**config.mk**
```make
export PLATFORM = sky130hd
export DESIGN_NAME = sign_extend_18_32
export DESIGN_NICKNAME = d
export VERILOG_FILES = /design/src/rtl/sign_extend_18_32.sv
export SDC_FILE = /design/constraint.sdc
export NUM_CORES = 1
export LEC_CHECK = 0
export ABC_AREA = 1
export CORE_MARGIN = 1.5
export CORE_UTILIZATION = 30
export CTS_CLUSTER_SIZE = 8
export DETAILED_ROUTE_END_ITERATION = 10
export PLACE_DENSITY = 0.76
export SETUP_SLACK_MARGIN = 0.4
export SYNTH_ARGS = -nofsm -noshare
export SYNTH_HDL_FRONTEND = slang
export SYNTH_SLANG_ARGS = --single-unit
```
**constraint.sdc**
```tcl
create_clock -name clk -period 2.9 [get_ports clk]
set_input_delay 0.58 -clock clk [delete_from_list [all_inputs] [get_ports clk]]
set_output_delay 0.58 -clock clk [all_outputs]
set_load 0.03 [all_outputs]
```
**src/rtl/sign_extend_18_32.sv**
```systemverilog
// Widens an IN_W-bit immediate to OUT_W bits by sign or zero extension.
// A combinational result is provided alongside a registered, valid-qualified copy.
module sign_extend_18_32 #(
  parameter int IN_W  = 18,
  parameter int OUT_W = 32
) (
  input  logic             clk,
  input  logic             reset,
  input  logic [IN_W-1:0]  A,
  input  logic             zext,
  input  logic             in_valid,
  output logic [OUT_W-1:0] S,
  output logic             neg,
  output logic [OUT_W-1:0] S_q,
  output logic             out_valid
);

  // Reject widths that would make the extension meaningless.
  generate
    if (IN_W < 1 || IN_W > OUT_W) begin : g_bad_width
      $error("sign_extend_18_32: IN_W must satisfy 1 <= IN_W <= OUT_W");
    end
  endgenerate

  logic             ext_bit;
  logic [OUT_W-1:0] s_ext;

  assign ext_bit = zext ? 1'b0 : A[IN_W-1];

  // A full-width field needs no upper fill, so the concatenation is split out.
  generate
    if (IN_W == OUT_W) begin : g_same_width
      assign s_ext = A;
    end else begin : g_widen
      assign s_ext = {{(OUT_W-IN_W){ext_bit}}, A};
    end
  endgenerate

  assign S   = s_ext;
  assign neg = A[IN_W-1] & ~zext;

  logic [OUT_W-1:0] s_reg_d, s_reg_q;
  logic             valid_d, valid_q;

  always_comb begin
    s_reg_d = s_reg_q;
    valid_d = 1'b0;
    if (in_valid) begin
      s_reg_d = s_ext;
      valid_d = 1'b1;
    end
  end

  always_ff @(posedge clk) begin
    if (reset) begin
      s_reg_q <= '0;
      valid_q <= 1'b0;
    end else begin
      s_reg_q <= s_reg_d;
      valid_q <= valid_d;
    end
  end

  assign S_q       = s_reg_q;
  assign out_valid = valid_q;

endmodule

```
==> results of run 1 <==
how the worst min path moves through the flow:
stage               cells after the start                 start                    to  slack (ns)
floorplan                               2  S_q[10]$_SDFFE_PP0P_  S_q[10]$_SDFFE_PP0P_        0.64
finish                                  2  S_q[16]$_SDFFE_PP0P_  S_q[16]$_SDFFE_PP0P_        0.51
global route                            2  S_q[16]$_SDFFE_PP0P_  S_q[16]$_SDFFE_PP0P_        0.54
CTS                                     2  S_q[16]$_SDFFE_PP0P_  S_q[16]$_SDFFE_PP0P_        0.51
global placement                        2   S_q[3]$_SDFFE_PP0P_   S_q[3]$_SDFFE_PP0P_        0.48
detailed placement                      2  S_q[16]$_SDFFE_PP0P_  S_q[16]$_SDFFE_PP0P_        0.49
final cells by class:
class | instances | area share
Timing Repair Buffer | 89 | 0.527
Sequential cell | 20 | 0.249
Multi-Input combinational cell | 59 | 0.155
Tap cell | 46 | 0.0357
Clock buffer | 4 | 0.0225
Inverter | 4 | 0.0109
cell usage after synthesis:
cell type,count,area share
buf_6,3,0.032
inv_1,2,0.0072
clkbuf_2,1,0.0048
buf_2,1,0.0048
nor2_1,39,0.14
buf_4,45,0.32
inv_2,1,0.0036
o21ai_0,19,0.091
inv_4,1,0.0060
a21oi_2,1,0.0083
dfxtp_1,20,0.38
state kept, by name, summed over array words and instances, names as in the netlist:
register,count
S_q,19
out_valid,1
layer usage:
metal  vias to the layer above  global-route usage  share of wire
li1                        456                   -              -
met1                       392               0.141           0.42
met2                        27               0.212           0.52
met3                         2              0.0380          0.055
met4                         0              0.0333         0.0057
met5                         -                   0              0
kinds of logic (layout without fill, tap and decap cells):
| family | count (synthesis) | in the layout | share of synthesized area |
|---|---|---|---|
| compound gates | 20 | 20 | 0.0989 |
| buf+inv | 54 | 97 | 0.380 |
| flops | 20 | 20 | 0.381 |
| simple gates | 39 | 39 | 0.139 |
power by group through the flow:
stage / Combinational [mW] / Clock (mW) / Sequential, mW
3_3_place_gp: 0.282 / 0 / 0.310
5_1_grt: 0.295 / 0.182 / 0.307
6_report: 0.281 / 0.159 / 0.305
4_1_cts: 0.284 / 0.169 / 0.305
2_1_floorplan: 0.158 / 0 / 0.347
3_5_place_dp: 0.284 / 0 / 0.311
metrics by stage:
stage	util	power, mW	setup slack (ns)	cells	hold WS, ns
after global placement	0.472	0.592	0.516	218	0.477
after floorplan	-	0.505	0.576	133	0.642
final	0.483	0.745	0.507	222	0.510
after detailed placement	0.472	0.594	0.509	218	0.487
after CTS	0.483	0.758	0.507	222	0.514
after global routing	0.483	0.784	0.479	222	0.536
==> impl_metrics.toml, run 1 <==
[clock_network]
post_cts_resized = 0
cts_tree = "yes"
insertion_delay_ns = 0.29
cts_max_level = 1
clkSinkCount = 20
cts_setup_buffers = 0
cts_buffers = 3
cts-root-buf = "clkbuf_4"
cts.path.max_buffers = 2
clkTransAtPathRegs_ns = 0.11
holdBufCountCts = 0

[worst_setup_path]
ff2ff_path_depth = 2
critical_path_depth = 2
start_kind = "input pin"
worst_path_dominant_cell_family = "buffers and inverters"
max_stage_delay_ns = 0.70
startpoint = "A[17]"
r2r-end = "S_q[18]$_SDFFE_PP0P_"
cp_max_fo = 4
crit_path_frequent_cell = "clkdlybuf4s50_1"
cp-end-kind = "output port"
endpoint = "S[17]"
worstPathCellList = "clkdlybuf4s50_1 > clkdlybuf4s50_1"
required_ns = 2.32
r2r_start = "S_q[18]$_SDFFE_PP0P_"
critical_path_class = "in -> out"
slowest_stage = "clkdlybuf4s50_1"
crit_buf_inv = 2
r2r_setup_slack_ns = 2.02
worstPathArrival_ns = 1.81

[power]
pwr-share-comb = 0.378
irDropWorstVdd_v = 0.000265
p_seq_frac = 0.409
internal_power_mw = 0.489
p_sw_frac = 0.343
p_per_area_mw_per_mm2 = 462
p_switching_mw = 0.255
leakage_nw = 0.673
clkPwrFrac = 0.213

[synth]
syn_nets = 155
synthCells = 133
synth_area_per_cell_um2 = 7.89
yosysSeqAreaShare = 0.381
yosysWarnings = 0
ys_ff_latch = 20
synth_area_mm2 = 0.00105
synth_cell_types = 11

[sta]
fmax_ghz = 0.418
rsz0062_at_grt = "no"
slew-limit-headroom = 0.667
setup_violations = 0
worst_pin_slew_ns = 0.498
hold_violations = 0
post-route-period-util = 0.825
period_minus_slack_ns = 2.39
skew_ns = 0
finalMaxSlewViolations = 0
setup_tns_ns = 0

[place]
placed_area_mm2 = 0.00157
place_hpwl_mm = 1.82
io_buffers = 87
gp_congestion = 0.723

[floorplan]
row_count = 21
die_w_um = 62.2
die-area_mm2 = 0.00386
start_util = 0.315
ioPinCount = 88
die_y_um = 62.2
core_area_mm2 = 0.00334

[final_layout]
final_nets = 199
final_common_cell = "clkdlybuf4s50_1"
num_antenna_cells = 0
fin_area_mm2 = 0.00161
fill_cells = 362
regArea_um2 = 400
multiInputGateArea_um2 = 250
drive_above_1_share = 0.136
final_cell_mix = "72 x clkdlybuf4s50_1, 39 x nor2_1, 20 x dfxtp_1, 19 x o21ai_0, 17 x buf_4"
area.growth.synth_to_final_pct = 53.4

[global_route]
grt_pass1_wl_mm = 3.76
antenna_found_initial = 0
grt_max_degree = 21
grt.overflow.total = 0
grt_pass1_vias = 750
grt_util_all_layers = 0.121

[detailed_routing]
ant_nets = 0
wl_mm = 2.46
post-route-drc-count = 0
firstDrtPassIters = 4
wl_per_cell_um = 11.1
vias = 877
drt_iter0_drc = 50
viasPerCell = 3.95

[status]
status = "completed"

[flow_run]
maxCapViolations = 0

[hold_path]
hold_class = "reg -> reg"
Power figures use the tool's default switching activity.
==> run 2: changes to the inputs <==
clock period = 2.3 ns   (was 2.9 ns; I/O delays follow)
==> run 2 against run 1 <==
Sequential power increased by 25%. Critical path depth increased by 2. Power increased by 22%. First-iteration DRC count decreased by 38%. Via count decreased by 0.80%. Core utilization decreased by 1.0 points. Design area decreased by 2.2%. Non-clock buffer count unchanged. Wire length decreased by 4.6%. Sequential cell count unchanged. Sequential share of layout area increased by 0.55 points. Clock-buffer cell count unchanged. Critical path type unchanged. Critical endpoint is now S[26].
==> impl_metrics.toml, run 2 (synthesis results as in run 1) <==
[detailed_routing]
drt_iter0_drc = 31
vias = 870
firstDrtPassIters = 4
viasPerCell = 3.92
post-route-drc-count = 0
wl_per_cell_um = 10.6
ant_nets = 0
wl_mm = 2.35

[global_route]
grt.overflow.total = 0
grt_util_all_layers = 0.118
antenna_found_initial = 0
grt_pass1_vias = 810
grt_pass1_wl_mm = 3.80
grt_max_degree = 21

[sta]
hold_violations = 0
finalMaxSlewViolations = 0
setup_violations = 0
worst_pin_slew_ns = 0.494
skew_ns = 0
setup_tns_ns = 0
rsz0062_at_grt = "no"
fmax_ghz = 0.550
slew-limit-headroom = 0.670
post-route-period-util = 0.790
period_minus_slack_ns = 1.82

[worst_setup_path]
cp_max_fo = 15
startpoint = "zext"
r2r_setup_slack_ns = 1.50
endpoint = "S[26]"
max_stage_delay_ns = 0.43
slowest_stage = "clkdlybuf4s50_1"
worstPathCellList = "clkdlybuf4s50_1 > nor2_2 > buf_6 > buf_4"
required_ns = 1.84
critical_path_class = "in -> out"
worstPathArrival_ns = 1.36
r2r_start = "S_q[18]$_SDFFE_PP0P_"
r2r-end = "S_q[18]$_SDFFE_PP0P_"
cp-end-kind = "output port"
ff2ff_path_depth = 2
start_kind = "input pin"

[final_layout]
final_cell_mix = "39 x clkdlybuf4s50_1, 38 x nor2_1, 33 x dlygate4sd2_1, 20 x dfxtp_1, 19 x o21ai_0"
fill_cells = 360
num_antenna_cells = 0
fin_area_mm2 = 0.00158
final_common_cell = "clkdlybuf4s50_1"
final_nets = 199
drive_above_1_share = 0.142
area.growth.synth_to_final_pct = 50.1
largest_reg_flops = 19

[power]
leakage_nw = 0.750
clkPwrFrac = 0.215
p_per_area_mw_per_mm2 = 578
p_switching_mw = 0.316
internal_power_mw = 0.595
p_seq_frac = 0.420
pwr-share-comb = 0.366
p_sw_frac = 0.347
irDropWorstVdd_v = 0.000310

[place]
place_hpwl_mm = 1.77
placed_area_mm2 = 0.00158
io_buffers = 87
gp_congestion = 0.701

[clock_network]
holdBufCountCts = 0
clkSinkCount = 20
cts_max_level = 1
post_cts_resized = 34
cts_tree = "yes"
cts-root-buf = "clkbuf_4"
cts.path.max_buffers = 2
cts_setup_buffers = 0
insertion_delay_ns = 0.29
cts_buffers = 3
clkTransAtPathRegs_ns = 0.10

[floorplan]
row_count = 21
die_y_um = 62.2
ioPinCount = 88
die-area_mm2 = 0.00386
core_area_mm2 = 0.00334
start_util = 0.315
die_w_um = 62.2

[hold_path]
hold_class = "reg -> reg"

[status]
status = "completed"

[flow_run]
maxCapViolations = 0
[run 2: metrics by stage]
stage,worst slack (ns),power [mW],hold slack (ns),std cells,util
after CTS,0.486,0.930,0.512,222,0.472
after global placement,0.150,0.746,0.476,218,0.472
after global routing,0.431,0.968,0.548,222,0.472
after floorplan,0.551,0.637,0.532,133,-
after detailed placement,0.142,0.749,0.482,218,0.472
final,0.483,0.911,0.504,222,0.472
[run 2: worst max-delay path, delay by kind of cell]
kind	cells	cell delay (ns)
simple gates	1	0.13
buf+inv	3	0.76
[run 2: how the worst min path moves through the flow]
stage / cells past startpoint / startpoint / endpoint
final: 2 / S_q[3]$_SDFFE_PP0P_ / S_q[3]$_SDFFE_PP0P_
after global routing: 2 / S_q[2]$_SDFFE_PP0P_ / S_q[2]$_SDFFE_PP0P_
after CTS: 2 / S_q[3]$_SDFFE_PP0P_ / S_q[3]$_SDFFE_PP0P_
after detailed placement: 2 / S_q[3]$_SDFFE_PP0P_ / S_q[3]$_SDFFE_PP0P_
after global placement: 2 / S_q[16]$_SDFFE_PP0P_ / S_q[16]$_SDFFE_PP0P_
after floorplan: 1 / reset / out_valid$_SDFF_PP0_
[run 2: per-layer routing]
metal	track usage	routed length, um	part of all wire
met1	0.135	995	0.42
met2	0.217	1190	0.51
met3	0.0290	141	0.060
met4	0.0333	20	0.0085
met5	0	0	0
[run 2: power groups by stage]
| stage | Combinational (mW) | Sequential [mW] | Clock (mW) |
|---|---|---|---|
| 2_1_floorplan | 0.199 | 0.438 | 0 |
| 3_3_place_gp | 0.356 | 0.390 | 0 |
| 3_5_place_dp | 0.358 | 0.391 | 0 |
| 4_1_cts | 0.336 | 0.383 | 0.211 |
| 5_1_grt | 0.351 | 0.386 | 0.231 |
| 6_report | 0.333 | 0.382 | 0.196 |
[run 2: layout make-up]
class,instances,area [um2],area share
sequential,20,400,0.254
timing repair buffer,89,811,0.515
multi-input combinational,59,253,0.160
tap,46,57.6,0.0365
inverter,4,17.5,0.0111
clock buffer,4,36.3,0.0230
==> run 3: changes to the inputs <==
CORE_UTILIZATION = 29   (was 30)
PLACE_DENSITY = 0.77   (was 0.76)
clock period = 1.6 ns   (was 2.3 ns; I/O delays follow)
==> run 3 against run 2 <==
Via count grew 5.7%. Sequential share of layout area shrank 1.2 points. Highest routed layer unchanged. Largest power group unchanged. Wire length grew 3.2%.
==> impl_metrics.toml, run 3 (synthesis results as in run 1) <==
[status]
status = "completed"

[sta]
post-route-period-util = 0.785
skew_ns = 0
finalMaxSlewViolations = 0
setup_tns_ns = 0
fmax_ghz = 0.796
hold_violations = 0
slew-limit-headroom = 0.825
period_minus_slack_ns = 1.26
fin_hold_ws_ns = 0.372
rsz0062_at_grt = "yes"
setup_violations = 0
worst_pin_slew_ns = 0.262

[detailed_routing]
ant_nets = 0
wl_mm = 2.42
wl_per_cell_um = 10.7
viasPerCell = 4.05
vias = 920
drt_iter0_drc = 14
firstDrtPassIters = 4
post-route-drc-count = 0

[floorplan]
start_util = 0.307
die_y_um = 63.2
die_w_um = 63.2
ioPinCount = 88
die-area_mm2 = 0.00399
row_count = 21
core_area_mm2 = 0.00342

[global_route]
grt_pass1_vias = 821
use_met2 = 0.203
grt.busiest_layer = "met2"
grt.overflow.total = 0
met3_usage = 0.0518
met1_usage = 0.137
grt_max_degree = 21
grt_util_all_layers = 0.118
grt_pass1_wl_mm = 3.79
antenna_found_initial = 0

[worst_setup_path]
cp_max_fo = 7
worstPathArrival_ns = 0.94
required_ns = 1.28
start_kind = "register"
critical_path_class = "reg -> out"
cp-end-kind = "output port"

[power]
p_per_area_mw_per_mm2 = 783
irDropWorstVdd_v = 0.000483
leakage_nw = 0.835
fin_total_pwr_mw = 1.31

[final_layout]
final_common_cell = "buf_6"
largest_reg_flops = 19
final_cell_mix = "46 x buf_6, 38 x nor2_1, 19 x dfxtp_1, 19 x o21ai_0"
num_antenna_cells = 0
fin_area_mm2 = 0.00167
drive_above_1_share = 0.470
final_nets = 205
area.growth.synth_to_final_pct = 59.2

[place]
placed_area_mm2 = 0.00155
place_hpwl_mm = 1.72
io_buffers = 87
gp_congestion = 0.680

[clock_network]
cts_buffers = 3
cts.path.max_buffers = 2
cts_max_level = 1
insertion_delay_ns = 0.29
clkSinkCount = 20
holdBufCountCts = 0
cts-root-buf = "clkbuf_4"
cts_tree = "yes"
clkTransAtPathRegs_ns = 0.10

[hold_path]
hold_class = "in -> reg"

[flow_run]
maxCapViolations = 0
run 3: cell types whose count changed in the layout (fill, tap and decap cells not counted), sizes merged:
| cell | change |
|---|---|
| buf | +51 |
| dlygate4sd2 | -16 |
| clkbuf | +7 |
| clkdlybuf4s50 | -37 |
run 3: per-stage QoR:
stage / cells / utilization / setup slack (ns)
after floorplan: 133 / - / 0.357
after CTS: 225 / 0.453 / 0.310
final: 227 / 0.489 / 0.343
after global routing: 227 / 0.489 / 0.289
after detailed placement: 219 / 0.453 / -0.108
after global placement: 219 / 0.453 / -0.0686
run 3: where the power goes:
part / total, mW / leakage (nW) / switching (mW) / internal [mW]
logic: 0.532 / 0.655 / 0.314 / 0.218
clock network: 0.229 / 0.0138 / 0.142 / 0.0875
registers: 0.547 / 0.167 / 0.0158 / 0.531
run 3: worst paths after layout:
kind | start | end | slack, ns | depth (start not counted)
worst max-delay path | S_q[18]$_SDFFE_PP0P_ | S_q[21] | 0.34 | 2
worst min-delay path | zext | S_q[18]$_SDFFE_PP0P_ | 0.37 | 4
worst max register to register | S_q[18]$_SDFFE_PP0P_ | S_q[18]$_SDFFE_PP0P_ | 0.78 | 3
worst min register to register | S_q[8]$_SDFFE_PP0P_ | S_q[8]$_SDFFE_PP0P_ | 0.51 | 2
run 3: repair_timing:
item                       CTS  global route
pin swaps                    1             1
setup endpoints to repair   66            40
setup buffers                3             2
resized for setup          235            46
run 3: cell type report:
class                      count  area [um2]
inverter                       4        20.0
multi-input combinational     59         258
tap                           46        57.6
fill                         351        1740
clock buffer                   3        22.5
timing repair buffer          95         910
sequential                    20         404
run 3: critical path: stages (launching register included):
cell,delay [ns]
dfxtp_4,0.38
buf_6,0.14
buf_6,0.13
run 3: metal layers:
layer  vias to the layer above  part of all wire
li1                        469                 -
met1                       410              0.40
met2                        39              0.53
met3                         2             0.061
met4                         0            0.0058
met5                         -                 0
